**config.mk**
```make
export PLATFORM = sky130hd
export DESIGN_NAME = compare_result_tracker
export DESIGN_NICKNAME = d
export VERILOG_FILES = /design/src/rtl/compare_result_tracker.sv
export SDC_FILE = /design/constraint.sdc
export NUM_CORES = 1
export LEC_CHECK = 0
export CORE_MARGIN = 2
export CORE_UTILIZATION = 51
export CTS_CLUSTER_SIZE = 28
export DETAILED_ROUTE_END_ITERATION = 10
export PLACE_DENSITY = 0.88
export RECOVER_POWER = 50
export SYNTH_ARGS = -nofsm -noshare
export SYNTH_HDL_FRONTEND = slang
export SYNTH_SLANG_ARGS = --single-unit
```
**constraint.sdc**
```tcl
create_clock -name clk -period 2.5 [get_ports clk]
set_input_delay 0.5 -clock clk [delete_from_list [all_inputs] [get_ports clk]]
set_output_delay 0.5 -clock clk [all_outputs]
set_load 0.01 [all_outputs]
```
**src/rtl/compare_result_tracker.sv**
```systemverilog
// rtl/compare_result_tracker.sv - outcome statistics, change/illegal pulses and Equal-run lock
// Tracks the one-hot flags of the upstream magnitude comparator; all outputs registered.
module compare_result_tracker #(
  parameter int CW     = 8,
  parameter int LOCK_N = 4
) (
  input  logic          clk,
  input  logic          rst,
  input  logic          valid_in,
  input  logic          Equal,
  input  logic          Lesser,
  input  logic          Greater,
  input  logic          clear,
  output logic [CW-1:0] EqCount,
  output logic [CW-1:0] LtCount,
  output logic [CW-1:0] GtCount,
  output logic [1:0]    last_result,
  output logic          change,
  output logic          illegal,
  output logic          lock
);

  localparam logic [CW-1:0] CNT_MAX  = {CW{1'b1}};
  localparam logic [7:0]    LOCK_V   = 8'(LOCK_N);
  localparam logic [1:0]    RES_NONE = 2'b00;
  localparam logic [1:0]    RES_LT   = 2'b01;
  localparam logic [1:0]    RES_GT   = 2'b10;
  localparam logic [1:0]    RES_EQ   = 2'b11;

  logic [7:0] run;
  logic [7:0] run_next;
  logic       legal;
  logic [1:0] code;

  // Odd parity excludes 0 and 2 set flags; the AND term excludes all three.
  assign legal = (Equal ^ Lesser ^ Greater) & ~(Equal & Lesser & Greater);

  always_comb begin
    code = RES_GT;
    if (Equal)       code = RES_EQ;
    else if (Lesser) code = RES_LT;
  end

  always_comb begin
    run_next = 8'd0;
    if (Equal) begin
      if (run >= LOCK_V) run_next = LOCK_V;
      else               run_next = run + 8'd1;
    end
  end

  always_ff @(posedge clk) begin
    if (rst || clear) begin
      EqCount     <= '0;
      LtCount     <= '0;
      GtCount     <= '0;
      last_result <= RES_NONE;
      change      <= 1'b0;
      illegal     <= 1'b0;
      lock        <= 1'b0;
      run         <= 8'd0;
    end else if (valid_in) begin
      if (legal) begin
        if (Equal && EqCount != CNT_MAX)   EqCount <= EqCount + 1'b1;
        if (Lesser && LtCount != CNT_MAX)  LtCount <= LtCount + 1'b1;
        if (Greater && GtCount != CNT_MAX) GtCount <= GtCount + 1'b1;
        last_result <= code;
        change      <= (last_result != RES_NONE) && (last_result != code);
        illegal     <= 1'b0;
        run         <= run_next;
        lock        <= (run_next >= LOCK_V);
      end else begin
        change  <= 1'b0;
        illegal <= 1'b1;
        run     <= 8'd0;
        lock    <= 1'b0;
      end
    end else begin
      change  <= 1'b0;
      illegal <= 1'b0;
    end
  end

endmodule

```
## Yosys cells after proc, flatten, opt, wreduce, memory -nomap -nowiden

Cells that the tools add are included.

- Flip-flop bits (word level): 37
- Bits in latches: 0
- RAM bits: 0
- Bits in read-only memories: 0
- Input bits: 7
- Output and inout port bits: 29
- Word-level logic and storage cells: 45
- Memories: 0

- Add/sub/neg operators: 4
- $mul: 0
- Divide/modulo/power cells: 0
- Magnitude comparators: 2
- Equal/unequal tests: 4
- Shift-type cells: 0
- Muxes and demuxes: 7
- Bitwise gates (word level): 8
- Reductions and logical operators: 12

Operators by type and width:

| kind | number |
|---|---|
| $add 8x1->8 const B | 4 |
| $mux 8 | 3 |
| $ne 8x8->1 const B | 3 |
| $ge 8x3->1 const B | 2 |
| $reduce_and 3->1 | 3 |
| $logic_and 1x1->1 | 4 |
| $mux 2 | 2 |
| $and 1x1->1 | 3 |
| $not 1->1 | 3 |
| $reduce_or 3->1 | 1 |
| $mux 1 | 2 |
| $ne 2x2->1 | 1 |
| $reduce_and 2->1 | 1 |
| $reduce_bool 2->1 | 1 |
| $reduce_or 2->1 | 1 |
| $xor 1x1->1 | 2 |
| $logic_or 1x1->1 | 1 |

## Longest topological paths before layout

Gate-level depths: netlist (run 1).

- Depth in word-level cells: 6
- Gate-level depth with buffers: 7
- Depth with buffers taken out: 6

## Worst setup path after synthesis (run 1)

No wires, ideal clock.

- Path type: input -> register
- Start: in Equal
- End: reg LtCount[5]
- Library setup time: 70 ps
- Arrival time: 1984 ps
- Data required time: 2430 ps
- Path slack: 446 ps
- Stages: 7
- Buffers on the path: 1
- Cells stage by stage: inv_1 > ha_1 > nor4bb_1 > buf_2 > o21ai_2 > or4_1 > a21oi_1

- Word-level cells in the longest chain between the ends: 5
- Elaborated cells on any way between the ends: 7
- Those cells by class: 6 x bitwise; 1 x reduce/logical

Ends and longest elaborated chain:

| what | RTL line | RTL |
|---|---|---|
| start: declaration | 10 | `input logic Equal,` |
| $and 1x1->1 (2 in series) | 36 | `assign legal = (Equal ^ Lesser ^ Greater) & ~(Equal & Lesser & Greater);` |
| $not 1->1 | 36 |  |
| $and 1x1->1 * | 36 |  |
| $reduce_and 3->1 (no line) * | - |  |
| end signal: assignment | 65 | `if (Lesser && LtCount != CNT_MAX) LtCount <= LtCount + 1'b1;` |
| end: declaration | 15 | `output logic [CW-1:0] LtCount,` |

Mark *: on every way between the ends. The rest lies on a longest branch, timed or not.
A chain may end at the register's enable or synchronous reset.

## Worst setup path after layout (run 1)

- Start: in Equal
- End: reg EqCount[0]

- Word-level cells in the longest chain between the ends: 5
- Elaborated cells on any way between the ends: 8
- Those cells by class: 6 x bitwise; 2 x reduce/logical

Ends and longest elaborated chain:

| what | RTL line | RTL |
|---|---|---|
| $and 1x1->1 (2 in series) | 36 |  |
| $not 1->1 | 36 |  |
| $and 1x1->1 | 36 |  |
| $reduce_and 3->1 (no line) * | - |  |
| end signal: assignment | 64 | `if (Equal && EqCount != CNT_MAX) EqCount <= EqCount + 1'b1;` |
| end: declaration | 14 | `output logic [CW-1:0] EqCount,` |

Marked as above.

==> results of run 1 <==
==> registers in the layout, indices dropped and copies added (netlist names) <==
signal       cells
illegal          1
last_result      2
GtCount          8
run              8
change           1
EqCount          8
LtCount          8
lock             1
==> cells by family after synthesis <==
group / synth area share
buffers and inverters: 0.02793
flip-flops: 0.4134
multiplexers: 0.01117
XOR/XNOR: 0.02444
AND/OR/NAND/NOR: 0.2654
AO/OA/AOI/OAI: 0.2018
adder cells (fa/ha/maj): 0.05587
==> power breakdown <==
group / switching, uW / internal (uW)
Clock: 186 / 133
Sequential: 3.01 / 593
Combinational: 47.1 / 41.1
Total: 236 / 767
==> cell usage in the layout, fill, tap and decap left out, drive strengths merged, types with 3 or more instances in the layout <==
| cell | instances |
|---|---|
| xor2 | 5 |
| clkdlybuf4s50 | 8 |
| and2 | 6 |
| or3 | 7 |
| o31ai | 3 |
| a21o | 3 |
| nand2 | 14 |
| o21ai | 12 |
| nor2 | 15 |
| nand3 | 6 |
| a21oi | 18 |
| nand4 | 4 |
| and4 | 7 |
| and3 | 6 |
| inv | 7 |
| dfxtp | 37 |
| clkbuf | 7 |
| nor3 | 3 |
| buf | 14 |
| a211oi | 4 |
| ha | 8 |
| dlygate4sd3 | 27 |
| o211ai | 6 |
==> final timing paths <==
check                                 from    endpoint  slack [ns]  cells after the start
worst min-delay path                  lock        lock        0.46                      1
worst min register to register        lock        lock        0.46                      1
worst max-delay path                 Equal  EqCount[0]        0.21                      8
worst max register to register  EqCount[0]  EqCount[4]        1.04                      5
==> per-stage QoR <==
stage | setup TNS, ns | area, um2
after detailed placement | -0.4891 | 2281
after global placement | -0.06191 | 2281
after CTS | 0 | 2336
after floorplan | 0 | 1792
final | 0 | 2336
after global routing | 0 | 2336
==> worst register-to-register path, cell delays in order, from the launching register on <==
cell	delay, ns
dfxtp_1	0.38
ha_1	0.25
and4_1	0.20
o21a_1	0.20
a31oi_1	0.11
a41o_1	0.21
==> layout make-up <==
| type | instances | area [um2] | area share |
|---|---|---|---|
| tap | 46 | 57.56 | 0.02464 |
| inverter | 7 | 26.28 | 0.01125 |
| timing repair buffer | 49 | 455.4 | 0.1950 |
| sequential | 37 | 740.7 | 0.3171 |
| multi-input combinational | 154 | 1001 | 0.4285 |
| clock buffer | 7 | 55.05 | 0.02357 |
==> metal layers <==
metal | vias up | global-route usage | wire length [um]
met5 | - | 0 | 0
met4 | 0 | 0.05707 | 18
met2 | 39 | 0.3551 | 1943
met1 | 784 | 0.2542 | 1749
li1 | 855 | - | -
met3 | 2 | 0.07679 | 217
==> run_results.csv, run 1 <==
group,metric,value,unit
run_status,status,"finished, final reports clean",
detailed_routing,avgViaCountPerCell,5.600,
yosys,synthDistinctLibCells,42,
sta,slew_headroom,0.6262,
floorplanning,die_h,63.27,um
floorplanning,start_util,0.5327,
place,place_ws,-0.1118,ns
floorplanning,io_pins,36,
global_route,track_usage,0.2110,
detailed_routing,wl_per_cell,13.10,um
yosys,synth_top_area_frac,0.4134,
sta,hold_ws,0.4613,ns
yosys,yosys_warnings,0,
yosys,synthCells,204,
clocking,insertion_delay,0.34,ns
setup_path,slowest_delay,0.50,ns
floorplanning,fp.dieW,63.27,um
place,place_inst,293,
power,p_per_area,429.1,nW/um2
clocking,cts_sinks,37,
sta,worst_pin_slew,0.5606,ns
detailed_routing,drt-initial-drc-count,136,
global_route,grt_pass1_wl,6658,um
sta,layout_min_cycle_time,2.286,ns
clocking,numCtsBuffers,5,
detailed_routing,dr.pass1.iters,4,
global_route,antenna_found_initial,0,
sta,clock.fmax,437.5,MHz
setup_path,cp.required,2.76,ns
setup_path,setup.worst_path.end_class,"flip-flop",
yosys,ys_top_cells_by_count,"dfxtp_1 (37), a21oi_1 (18), nor2_1 (15), nand2_1 (14), o21ai_0 (11)",
layout,layout.nets,269,
sta,rsz0062_at_grt,"no",
sta,period_share,0.9143,
setup_path,start_kind,"primary input",
clocking,cts-hold-fix-buffers,0,
place,place.gp.congestion,0.8314,
floorplanning,rows,21,
yosys,synth_ff_type,"dfxtp_1",
yosys,async_reset_ff_frac,0,
yosys,synthesis.nets,219,
detailed_routing,drc,0,
min_path,hold_path.class,"reg -> reg",
yosys,synth-seq-area-share,0.4134,
detailed_routing,drt_wl_total,3929,um
yosys,syn_area,1792,um2
place,io_buffers,35,
setup_path,arrival,2.55,ns
setup_path,cp_slowest_cell,"clkdlybuf4s50_1",
clocking,cts_buffer_depth,2,
sta,finalHoldViolCount,0,
clocking,clk_pin_slew,0.10,ns
layout,drive_gt1_frac,0.08661,
global_route,grt-ovfl-total,0,
yosys,synth_top_area_cell,"dfxtp_1",
clocking,cts_max_level,2,
place,dp_hpwl,2863,um
yosys,synth.most_common_cell,"dfxtp_1",
run,maxCapViolations,0,
sta,finalSetupViolations,0,
yosys,ys_seq_elements,37,
yosys,syn_area_per_cell,8.783,um2
clocking,cts_root_buf,"clkbuf_4",
layout,post-route-util,0.6946,
detailed_routing,antenna_left,0,
sta,setup_slack,0.2144,ns
setup_path,cp_cell_sequence,"clkdlybuf4s50_1 > inv_1 > ha_1 > buf_4 > nor3b_2 > o211ai_1 > or3_1 > a21oi_1",
layout,syn_to_final_growth,30.38,%
floorplanning,core-area,3363,um2
clocking,cts_tree,"done",
yosys,ys_top_cells_by_area,"dfxtp_1 (41%), ha_1 (5.6%), a21oi_1 (5.0%)",
global_route,grt_max_degree,18,
setup_path,cp_max_fo,5,
clocking,ctsResizeCount,0,
power,ir_drop,302.4,uV
layout,layoutNonFillerInstCount,300,
yosys,synth_enable_flop_cells,0,
detailed_routing,vias,1680,
clocking,post-cts-setup-buffers,0,
floorplanning,die_area,4003,um2
power,p_leak,0.0009953,uW
setup_path,worst-path-buf-inv,3,
sta,drv_slew,0,
power,finalPower,1002,uW
setup_path,crit_family,"buffers and inverters",
global_route,grt_pass1_vias,1510,
layout,antenna_cells,0,
sta,finalClockSkew,0.004723,ns
layout,fill_cells,308,
setup_path,crit_type,"in -> reg",
Power figures use the tool's default switching activity.
==> run 2: changes to the inputs <==
Settings changed: CORE_ASPECT_RATIO set to 1.5.
==> run 2 against run 1 <==
Compared with the run above: clock power is 25% higher; setup slack worse by 0.055 ns; cell area is 1.5% higher; hold slack worse by 0.0097 ns; largest power group unchanged; via count is 3.6% higher; non-clock buffer count is 2 higher.
==> run_results.csv, run 2 (synthesized netlist as in run 1, its figures left out) <==
group,metric,value,unit
clocking,cts_buffer_depth,2,
clocking,numCtsBuffers,5,
power,switching_share,0.2312,
detailed_routing,antenna_left,0,
setup_path,cp_slowest_cell,"clkdlybuf4s50_1",
layout,post-route-util,0.7008,
floorplanning,fp.dieW,52.40,um
power,p_per_area,458.0,nW/um2
sta,rsz0062_at_grt,"no",
clocking,cts_sinks,37,
clocking,cts-hold-fix-buffers,0,
setup_path,slowest_delay,0.48,ns
global_route,grt-ovfl-total,0,
place,place_ws,-0.1054,ns
detailed_routing,avgViaCountPerCell,5.819,
power,internal-power,834.8,uW
setup_path,arrival,2.56,ns
power,ir_drop,443.3,uV
sta,worst_pin_slew,0.3893,ns
global_route,grt_max_degree,17,
sta,slew_headroom,0.7384,
clocking,cts_root_buf,"clkbuf_8",
global_route,grt_pass1_wl,6858,um
floorplanning,die_h,76.60,um
sta,drv_slew,0,
min_path,hold_path.class,"reg -> reg",
layout,final_common_cell,"dfxtp_1",
clocking,insertion_delay,0.29,ns
sta,period_share,0.9361,
power,p_sw,251.1,uW
layout,drive_gt1_frac,0.09339,
clocking,cts_tree,"done",
clocking,cts_max_level,2,
power,clkPwrFrac,0.365,
power,p_leak,0.001019,uW
floorplanning,rows,26,
power,finalPower,1086,uW
detailed_routing,vias,1740,
layout,mostFrequentLayoutCells,"dfxtp_1 (37), dlygate4sd3_1 (28), a21oi_1 (18)",
setup_path,crit_type,"in -> reg",
setup_path,start_kind,"primary input",
setup_path,cp.required,2.72,ns
setup_path,setup.worst_path.end_class,"flip-flop",
place,io_buffers,35,
clocking,clk_pin_slew,0.07,ns
run_status,status,"finished, final reports clean",
sta,finalClockSkew,0.008983,ns
detailed_routing,dr.pass1.iters,4,
floorplanning,start_util,0.5296,
sta,finalHoldViolCount,0,
detailed_routing,drt-initial-drc-count,31,
detailed_routing,wl_per_cell,13.52,um
power,seqPwrFrac,0.549,
sta,layout_min_cycle_time,2.340,ns
sta,clock.fmax,427.3,MHz
global_route,antenna_found_initial,0,
sta,finalSetupTns,0,ns
run,maxCapViolations,0,
clocking,ctsResizeCount,0,
place,dpl-instance-area,2291,um2
layout,fill_cells,290,
place,dp_hpwl,2898,um
floorplanning,io_pins,36,
layout,layout.nets,271,
layout,finish.instance_area,2371,um2
detailed_routing,drt_wl_total,4042,um
setup_path,cp_max_fo,5,
setup_path,cp_cell_sequence,"clkdlybuf4s50_1 > inv_1 > ha_1 > buf_4 > nor2b_1 > o211ai_1 > or3_1 > a21oi_1",
setup_path,crit_family,"simple AND/OR/NAND/NOR gates",
power,pwr-share-comb,0.085,
layout,syn_to_final_growth,32.33,%
sta,setup_slack,0.1597,ns
clocking,post-cts-setup-buffers,0,
detailed_routing,drc,0,
floorplanning,die_area,4013,um2
setup_path,worst-path-buf-inv,3,
global_route,track_usage,0.2188,
sta,finalSetupViolations,0,
place,place.gp.congestion,0.7953,
layout,antenna_cells,0,
global_route,grt_pass1_vias,1609,
floorplanning,core-area,3383,um2
run 2: cell types whose count changed in the layout (fill, tap and decap cells not counted), moves of 2 or more:
cell      delta
clkbuf_4     -5
clkbuf_8     +4
buf_4        +2
clkbuf_1     +2
run 2: worst paths after layout:
kind	start	end	slack [ns]	cells after the start
worst max-delay path	Equal	run[0]	0.16	8
worst min-delay path	lock	lock	0.45	1
worst max register to register	EqCount[0]	EqCount[4]	1.00	5
worst min register to register	lock	lock	0.45	1
run 2: metrics by stage:
stage / std cells / hold WS, ns
after CTS: 299 / 0.4637
after floorplan: 204 / 0.4267
after global placement: 291 / 0.4336
after global routing: 299 / 0.4708
final: 299 / 0.4515
after detailed placement: 291 / 0.4412
run 2: power by group through the flow:
stage	clock, uW	combinational [uW]	sequential, uW
finish	397	92.8	596
global route	426	102	596
CTS	411	94.0	596
detailed placement	0	92.7	610
global placement	0	90.0	610
floorplan	0	44.0	611
run 2: worst register-to-register path, delay by kind of cell (launching register included):
| family | cells | cell delay [ns] |
|---|---|---|
| DFF | 1 | 0.39 |
| adders and majority gates | 1 | 0.28 |
| AOI/OAI and AO/OA | 3 | 0.50 |
| and+or+nand+nor | 1 | 0.22 |
run 2: cell type report:
type,count,area (um2),share of cell area
sequential,37,740.7,0.3124
timing repair buffer,51,470.5,0.1984
tap,42,52.55,0.02216
clock buffer,8,80.08,0.03377
multi-input combinational,154,1001,0.4222
inverter,7,26.28,0.01108
run 2: per-layer routing:
metal,global-route usage,up-vias,share of wire
met5,0,-,0
met1,0.2540,817,0.41
li1,-,868,-
met4,0.08462,0,0.011
met2,0.3700,49,0.53
met3,0.05686,6,0.052
==> run 3: changes to the inputs <==
Settings changed: SKIP_CTS_REPAIR_TIMING set to 1, TNS_END_PERCENT set to 30.
==> results of run 3 <==
No change in the layout: final DEF, timing and power equal those of run 2.
